[config.mk]
export PLATFORM = sky130hd
export DESIGN_NAME = instr_fetch_queue
export DESIGN_NICKNAME = d
export VERILOG_FILES = /design/src/rtl/instr_fetch_queue_pkg.sv /design/src/rtl/instr_fetch_queue_fifo.sv /design/src/rtl/instr_fetch_queue.sv
export SDC_FILE = /design/constraint.sdc
export NUM_CORES = 1
export LEC_CHECK = 0
export ABC_AREA = 1
export CAP_MARGIN = 20
export CORE_AREA = 5 5 96 134
export DETAILED_ROUTE_END_ITERATION = 8
export DIE_AREA = 0 0 101 139
export GPL_TIMING_DRIVEN = 0
export PLACE_DENSITY = 0.66
export SYNTH_ARGS = -nofsm -noshare
export SYNTH_HDL_FRONTEND = slang
export SYNTH_HIERARCHICAL = 1
export SYNTH_SLANG_ARGS = --single-unit
export TNS_END_PERCENT = 30
[constraint.sdc]
create_clock -name clk -period 5.36 [get_ports clk]
set_clock_uncertainty 0.05 [all_clocks]
set_input_delay 1.34 -clock clk [delete_from_list [all_inputs] [get_ports clk]]
set_output_delay 1.34 -clock clk [all_outputs]
set_load 0.005 [all_outputs]
[src/rtl/instr_fetch_queue_pkg.sv]
// Shared fetch-path sizing: default widths, queue depth and the
// occupancy-counter width derived from the depth.
package instr_fetch_queue_pkg;

   localparam int AW_DEF    = 8;
   localparam int DW_DEF    = 16;
   localparam int DEPTH_DEF = 4;

   // Occupancy must represent 0..DEPTH inclusive.
   function automatic int cnt_w(input int depth);
      return $clog2(depth) + 1;
   endfunction

   localparam int CW_DEF = cnt_w(DEPTH_DEF);

endpackage

[src/rtl/instr_fetch_queue_fifo.sv]
// Synchronous DEPTH-entry FIFO holding {word, address} fetch entries,
// with synchronous clear taking priority over push/pop.
module fetch_fifo
   import instr_fetch_queue_pkg::*;
#(
   parameter int W     = DW_DEF + AW_DEF,
   parameter int DEPTH = DEPTH_DEF,
   localparam int PW   = $clog2(DEPTH),
   localparam int CW   = cnt_w(DEPTH)
) (
   input  logic          clk,
   input  logic          rst,
   input  logic          push,
   input  logic          pop,
   input  logic          clear,
   input  logic [W-1:0]  wdata,
   output logic [W-1:0]  rdata,
   output logic [CW-1:0] count
);

   localparam logic [CW-1:0] FULL = CW'(DEPTH);

   logic [W-1:0]  mem [DEPTH];
   logic [PW-1:0] wr_ptr;
   logic [PW-1:0] rd_ptr;
   logic [CW-1:0] cnt;

   always_ff @(posedge clk or negedge rst) begin
      if (!rst) begin
         wr_ptr <= '0;
         rd_ptr <= '0;
         cnt    <= '0;
         for (int i = 0; i < DEPTH; i++) begin
            mem[i] <= '0;
         end
      end else if (clear) begin
         wr_ptr <= '0;
         rd_ptr <= '0;
         cnt    <= '0;
      end else begin
         if (push) begin
            mem[wr_ptr] <= wdata;
            wr_ptr      <= wr_ptr + 1'b1;
         end
         if (pop) begin
            rd_ptr <= rd_ptr + 1'b1;
         end
         if (push && !pop) begin
            cnt <= cnt + 1'b1;
         end else if (pop && !push) begin
            cnt <= cnt - 1'b1;
         end
      end
   end

   assign rdata = mem[rd_ptr];
   assign count = cnt;

   // The issue side reserves a slot before fetching, so a full push is a bug.
   assert property (@(posedge clk) disable iff (!rst)
      (push && !clear) |-> (cnt != FULL));

endmodule

[src/rtl/instr_fetch_queue.sv]
// Fetch queue: issues instruction-memory reads at pc, tracks the
// in-flight read, queues returned words and flushes on redirect.
module instr_fetch_queue
   import instr_fetch_queue_pkg::*;
#(
   parameter int AW    = AW_DEF,
   parameter int DW    = DW_DEF,
   parameter int DEPTH = DEPTH_DEF,
   localparam int CW   = cnt_w(DEPTH)
) (
   input  logic          clk,
   input  logic          rst,
   input  logic [AW-1:0] pc,
   input  logic          flush,
   output logic [AW-1:0] mem_addr,
   output logic          mem_en,
   input  logic [DW-1:0] mem_rdata,
   output logic [DW-1:0] instr,
   output logic [AW-1:0] instr_pc,
   output logic          instr_valid,
   input  logic          instr_ready,
   output logic          pc_stall,
   output logic [CW-1:0] count
);

   localparam logic [CW:0] LIMIT = (CW + 1)'(DEPTH);

   logic          pend_valid;
   logic [AW-1:0] pend_pc;
   logic [CW:0]   occupancy;
   logic          push;
   logic          pop;

   // A slot is reserved at issue time, so the in-flight read counts.
   assign occupancy = {1'b0, count} + {{CW{1'b0}}, pend_valid};
   assign pc_stall  = occupancy >= LIMIT;

   assign mem_addr = pc;
   assign mem_en   = !pc_stall && !flush;

   always_ff @(posedge clk or negedge rst) begin
      if (!rst) begin
         pend_valid <= 1'b0;
         pend_pc    <= '0;
      end else begin
         pend_valid <= mem_en;
         if (mem_en) begin
            pend_pc <= pc;
         end
      end
   end

   assign push        = pend_valid && !flush;
   assign instr_valid = (count != '0) && !flush;
   assign pop         = instr_valid && instr_ready;

   fetch_fifo #(
      .W     (DW + AW),
      .DEPTH (DEPTH)
   ) u_fifo (
      .clk   (clk),
      .rst   (rst),
      .push  (push),
      .pop   (pop),
      .clear (flush),
      .wdata ({mem_rdata, pend_pc}),
      .rdata ({instr, instr_pc}),
      .count (count)
   );

endmodule

==> flow_summary.json, run 1 <==
{
  "outcome": "completed",
  "grt_max_degree": 58,
  "path_max_fanout": 9,
  "cp-end-kind": "output pin",
  "antenna_found_initial": 0,
  "root_buffer": "clkbuf_16",
  "viasPerCell": 5.347,
  "syn-num-nets": 611,
  "clk_pin_slew_ps": 70,
  "rsz0062_at_grt": "false",
  "p_leak_nw": 2.968,
  "groute.usage.overall_pct": 20.68,
  "numCtsBuffers": 9,
  "grt_pass1_vias": 4352,
  "antenna_cells": 0,
  "dp.cells": 791,
  "top_level_ports": 66,
  "antenna_left": 0,
  "fillers": 1051,
  "slew_viol_final": 0,
  "layout.nets": 688,
  "fin_util_pct": 54.38,
  "post_drt_wl_per_cell_um": 17.37,
  "multi_input_area_um2": 1829,
  "ys_seq_elements": 112,
  "min_path_type": "register to register",
  "hold_viol_final": 0,
  "holdWs_ps": 420.0,
  "place_ws_ps": 1076,
  "syn_avg_cell_area_um2": 8.771,
  "stdcell_count": 807,
  "synth_area_leader_cell": "dfrtp_1",
  "drt_iter0_drc": 383,
  "worstPathArrival_ps": 2880,
  "regArea_um2": 2803,
  "syn_inst": 578,
  "cts_setup_buffers": 0,
  "slew_headroom_pct": 48.63,
  "gr-total-overflow": 0,
  "final_common_cell": "nand2_1",
  "period_needed_ps": 4272,
  "p_total_w": 0.002667,
  "clk_path_buf_depth": 2,
  "vias": 4315,
  "gp_congestion": 0.8478,
  "crit_path_start_kind": "input port",
  "clock_latency_ps": 350,
  "area_growth_pct": 24.26,
  "cap_violations": 0,
  "power_density_nw_per_um2": 423.4,
  "period_share_pct": 79.70,
  "irDropWorstVdd_v": 0.0001608,
  "die_h_um": 139,
  "cts_htree_levels": 3,
  "drc": 0,
  "routed_wl_um": 14020,
  "cts.sinks": 112,
  "grt_pass1_wl_um": 22590,
  "synth.yosys.seq_area_share_pct": 55.28,
  "synth_top_area_share_pct": 55.28,
  "core_area_um2": 11580,
  "netlist_area_um2": 5070,
  "final_cell_mix": "nand2_1, dfrtp_1, o21ai_0",
  "required_ps": 3970,
  "dieWidth_um": 101,
  "path_class": "input port to output pin",
  "rows": 47,
  "port_buffers": 65,
  "drive_above_1_share_pct": 8.939,
  "worstMarginPinSlew_ps": 770.5,
  "cts_resized": 0,
  "setup_viol": 0,
  "start_util_pct": 43.76,
  "clock.fmax_ghz": 0.2341,
  "holdBufCountCts": 0,
  "yosysUniqueCellTypes": 22,
  "die_area_um2": 14040,
  "drt_first_pass_iters": 5,
  "setup_ws_ps": 1088,
  "ys_warn_count": 6,
  "synth_area_leaders": "dfrtp_1, nand2_1, o21ai_0, o21ai_1, nor2_1",
  "dpl.hpwl_um": 9411,
  "cts_tree": "done"
}
==> cells in the mapped netlist <==
library cell,instances
a21oi_1,3
nor2_1,51
dfrtp_1,112
nand2_2,4
buf_4,9
nand4_1,11
nand2_1,131
inv_1,38
nand3_1,2
o21ai_0,81
ha_1,4
nand3_4,2
fa_1,1
clkbuf_1,14
buf_2,8
inv_2,3
o21ai_1,62
o21ai_2,4
nor2_4,1
buf_6,11
o22ai_1,24
nor3_1,2
==> cells by family (layout without fill, tap and decap cells) <==
kind of cell | after synthesis | in the layout | synth area share, %
and+or+nand+nor | 204 | 204 | 16.63
AOI/OAI and AO/OA | 174 | 174 | 18.06
DFF | 112 | 112 | 55.28
buffers and inverters | 83 | 165 | 8.638
adders and majority gates | 5 | 5 | 1.382
==> layer usage <==
metal  GRT usage, %  vias to the layer above  part of all wire [%]
li1               -                     2060                     -
met1          25.66                     2081                    40
met2          35.54                      153                    52
met3          3.775                       21                   5.7
met4          7.493                        0                   1.9
met5              0                        -                     0
==> worst paths after layout <==
path                                 start         endpoint  slack, ps  cells after the start
max in group asynchronous              rst   u_fifo/mem[92]       3490                      2
setup reg to reg           u_fifo/count[1]  u_fifo/count[2]       3250                     10
min in group asynchronous              rst       pend_pc[6]       1020                      1
hold reg to reg                 pend_pc[3]       pend_pc[3]        420                      2
setup / recovery                     flush           mem_en       1090                      5
hold / removal                  pend_pc[3]       pend_pc[3]        420                      2
==> worst max-delay path, cell delays in order <==
cell and delay (ps):
clkdlybuf4s50_1 560, inv_2 230, nand3_4 150, inv_1 100, clkdlybuf4s50_1 500
==> per-stage QoR <==
| stage | area, µm² | TNS, ps |
|---|---|---|
| 4_1_cts | 6300 | 0 |
| 6_report | 6300 | 0 |
| 5_1_grt | 6300 | 0 |
| 3_5_place_dp | 5929 | 0 |
| 2_1_floorplan | 5070 | 0 |
| 3_3_place_gp | 5904 | -135980 |
==> flip-flops by register name, indices dropped and copies added, names as in the netlist <==
signal	cells
pend_pc	8
u_fifo/wr_ptr	2
u_fifo/count	3
pend_valid	1
u_fifo/mem	96
u_fifo/rd_ptr	2
==> power by group <==
group | switching, W | internal [W] | total, W
Combinational | 0.000350 | 0.000354 | 0.000704
Sequential | 0.000112 | 0.00104 | 0.00115
Clock | 0.000296 | 0.000517 | 0.000812
Total | 0.000757 | 0.00191 | 0.00267
==> cell type report <==
cell class                 count  share of cell area (%)
multi-input combinational    383                   29.04
tap                          147                   2.920
clock inverter                 5                   2.026
inverter                      41                   2.443
timing repair buffer          66                   10.72
buffer                        42                   4.508
clock buffer                  11                   3.853
sequential                   112                   44.49
Power figures use the tool's default switching activity.
==> inputs of run 2 (changes only) <==
- clock period: 5.36 -> 4 ns (I/O delays scaled with it)
==> results of run 2 <==
The final DEF is identical to that of run 1. Status: completed.
Main changes from that run: setup slack after placement 1076 ps -> 396.1 ps; setup slack after layout 1088 ps -> 408.2 ps; register-to-register setup slack 3250 ps -> 1890 ps; total power 0.002667 W -> 0.003574 W; worst IR drop on VDD 0.0001608 V -> 0.0002155 V
==> inputs of run 3 (changes only) <==
- CAP_MARGIN: 20 -> 15
- CORE_AREA: 5 5 96 134 -> 5 5 118 109
- DIE_AREA: 0 0 101 139 -> 0 0 123 114
==> flow_summary.json, run 3 (same netlist as run 1, synthesis figures left out) <==
{
  "outcome": "completed",
  "hold_viol_final": 0,
  "port_buffers": 65,
  "final_cell_mix": "nand2_1, dfrtp_1, o21ai_0",
  "core_area_um2": 11650,
  "clockPowerShare_pct": 26.8,
  "dp.cells": 804,
  "r2r_slack_ps": 1740,
  "top_level_ports": 66,
  "cts_resized": 0,
  "ff2ff_path_depth": 10,
  "largest_reg_flops": 96,
  "combPwrFrac_pct": 27.8,
  "cp-end-kind": "output pin",
  "cts_setup_buffers": 0,
  "antenna_found_initial": 0,
  "clk_pin_slew_ps": 70,
  "pwr-share-seq_pct": 45.4,
  "clock.fmax_ghz": 0.2786,
  "dieWidth_um": 123,
  "rsz0062_at_grt": "false",
  "slew_viol_final": 0,
  "place_ws_ps": 398.1,
  "r2r-end": "u_fifo/count[2]",
  "stdcell_count": 820,
  "drive_above_1_share_pct": 8.939,
  "cts_tree": "done",
  "slowest_stage": "clkdlybuf4s50_1",
  "hold-path-cell-count": 2,
  "groute.usage.overall_pct": 20.16,
  "die_h_um": 114,
  "routed_wl_um": 13260,
  "slew_headroom_pct": 54.70,
  "grt_pass1_wl_um": 22020,
  "setup_viol": 0,
  "p_leak_nw": 2.935,
  "power_density_nw_per_um2": 541.9,
  "cts.sinks": 112,
  "path_max_fanout": 9,
  "drt_iter0_drc": 513,
  "path_class": "input port to output pin",
  "area_growth_pct": 23.30,
  "clock_latency_ps": 350,
  "net-switching-power_w": 0.001013,
  "cts_htree_levels": 3,
  "clk_path_buf_depth": 2,
  "path_buf_inv": 4,
  "worstMarginPinSlew_ps": 674.3,
  "gr-total-overflow": 0,
  "drc": 0,
  "post_drt_wl_per_cell_um": 16.17,
  "path_cells": "clkdlybuf4s50_1, inv_2, nand3_4, inv_1, clkdlybuf4s50_1",
  "gp_congestion": 0.8003,
  "cp_common_cell": "clkdlybuf4s50_1",
  "setup_ws_ps": 410.7,
  "period_share_pct": 89.73,
  "required_ps": 2950,
  "period_needed_ps": 3589,
  "die_area_um2": 14020,
  "viasPerCell": 5.345,
  "min_path_type": "register to register",
  "final_common_cell": "nand2_1",
  "rows": 38,
  "worstPathArrival_ps": 2540,
  "holdBufCountCts": 0,
  "antenna_cells": 0,
  "swShare_pct": 29.92,
  "antenna_left": 0,
  "hp-start": "pend_pc[1]",
  "top_register": "u_fifo/mem",
  "r2r_start": "u_fifo/count[2]",
  "slowest_delay_ps": 570,
  "dpl.hpwl_um": 9135,
  "grt_max_degree": 68,
  "vias": 4383,
  "crit_path_start_kind": "input port",
  "cp_top_family": "buffers and inverters",
  "cap_violations": 0,
  "irDropWorstVdd_v": 0.0002113,
  "hold_end": "pend_pc[1]",
  "grt_pass1_vias": 4469,
  "start_util_pct": 43.52,
  "root_buffer": "clkbuf_16",
  "numCtsBuffers": 9,
  "drt_first_pass_iters": 6,
  "intPower_w": 0.002374,
  "layout.nets": 688
}
==> run 3: changes by cell type in the layout (fill, tap and decap cells not counted) <==
cell	change
bufinv_16	-3
clkinvlp_4	+1
inv_6	+2
==> run 3: how the worst max path moves through the flow <==
stage | startpoint | to | cells past startpoint
5_1_grt | flush | mem_en | 5
3_3_place_gp | rst | u_fifo/mem[93] | 1
2_1_floorplan | flush | mem_en | 3
3_5_place_dp | flush | mem_en | 5
4_1_cts | flush | mem_en | 5
6_report | flush | mem_en | 5
==> run 3: area by class of cell <==
| cell class | instances | area, µm² |
|---|---|---|
| plain buffers | 42 | 284.0 |
| clock buffers | 11 | 242.7 |
| clock inverters | 5 | 62.56 |
| fillers | 1085 | 5398 |
| inverters | 41 | 153.9 |
| multi-input cells | 383 | 1829 |
| flip-flops and latches | 112 | 2803 |
| well taps | 160 | 200.2 |
| repair buffers | 66 | 675.6 |
==> run 3: worst reg2reg max path, cell delays in order, from the launching register on <==
cell and delay [ps]:
dfrtp_1 480, nor3_1 90, nor3_1 530, nor2_1 170, fa_1 440, inv_1 90, nand2_1 50, nand3_1 90
nand2_1 50, nand2_1 60, nand2_1 50
==> run 3: power by group through the flow <==
| stage | Sequential (W) | Combinational [W] | Clock (W) |
|---|---|---|---|
| 2_1_floorplan | 0.00152 | 0.000506 | 0 |
| 5_1_grt | 0.00157 | 0.00107 | 0.000976 |
| 4_1_cts | 0.00153 | 0.000953 | 0.000929 |
| 6_report | 0.00154 | 0.000943 | 0.000907 |
| 3_5_place_dp | 0.00155 | 0.000948 | 0 |
| 3_3_place_gp | 0.00154 | 0.000922 | 0 |
==> run 3: through the flow <==
stage / TNS (ps) / total power, W / cell area [µm²] / hold WS, ps / utilization [%]
6_report: 0 / 0.003387 / 6251 / 430.5 / 53.66
5_1_grt: 0 / 0.003615 / 6251 / 457.6 / 53.66
4_1_cts: 0 / 0.003414 / 6251 / 433.5 / 53.66
3_5_place_dp: 0 / 0.002500 / 5946 / 414.8 / 51.04
3_3_place_gp: -257680 / 0.002465 / 5921 / 408.5 / 50.83
2_1_floorplan: 0 / 0.002023 / 5070 / 391.9 / -
==> run 3: per-layer routing <==
metal,vias to the layer above,share of wire [%],global-route usage (%),routed length [µm]
met5,-,0,0,0
met4,0,1.9,6.199,246
met3,20,8.2,5.156,1085
met2,186,47,32.75,6240
met1,2114,43,26.67,5686
li1,2063,-,-,-
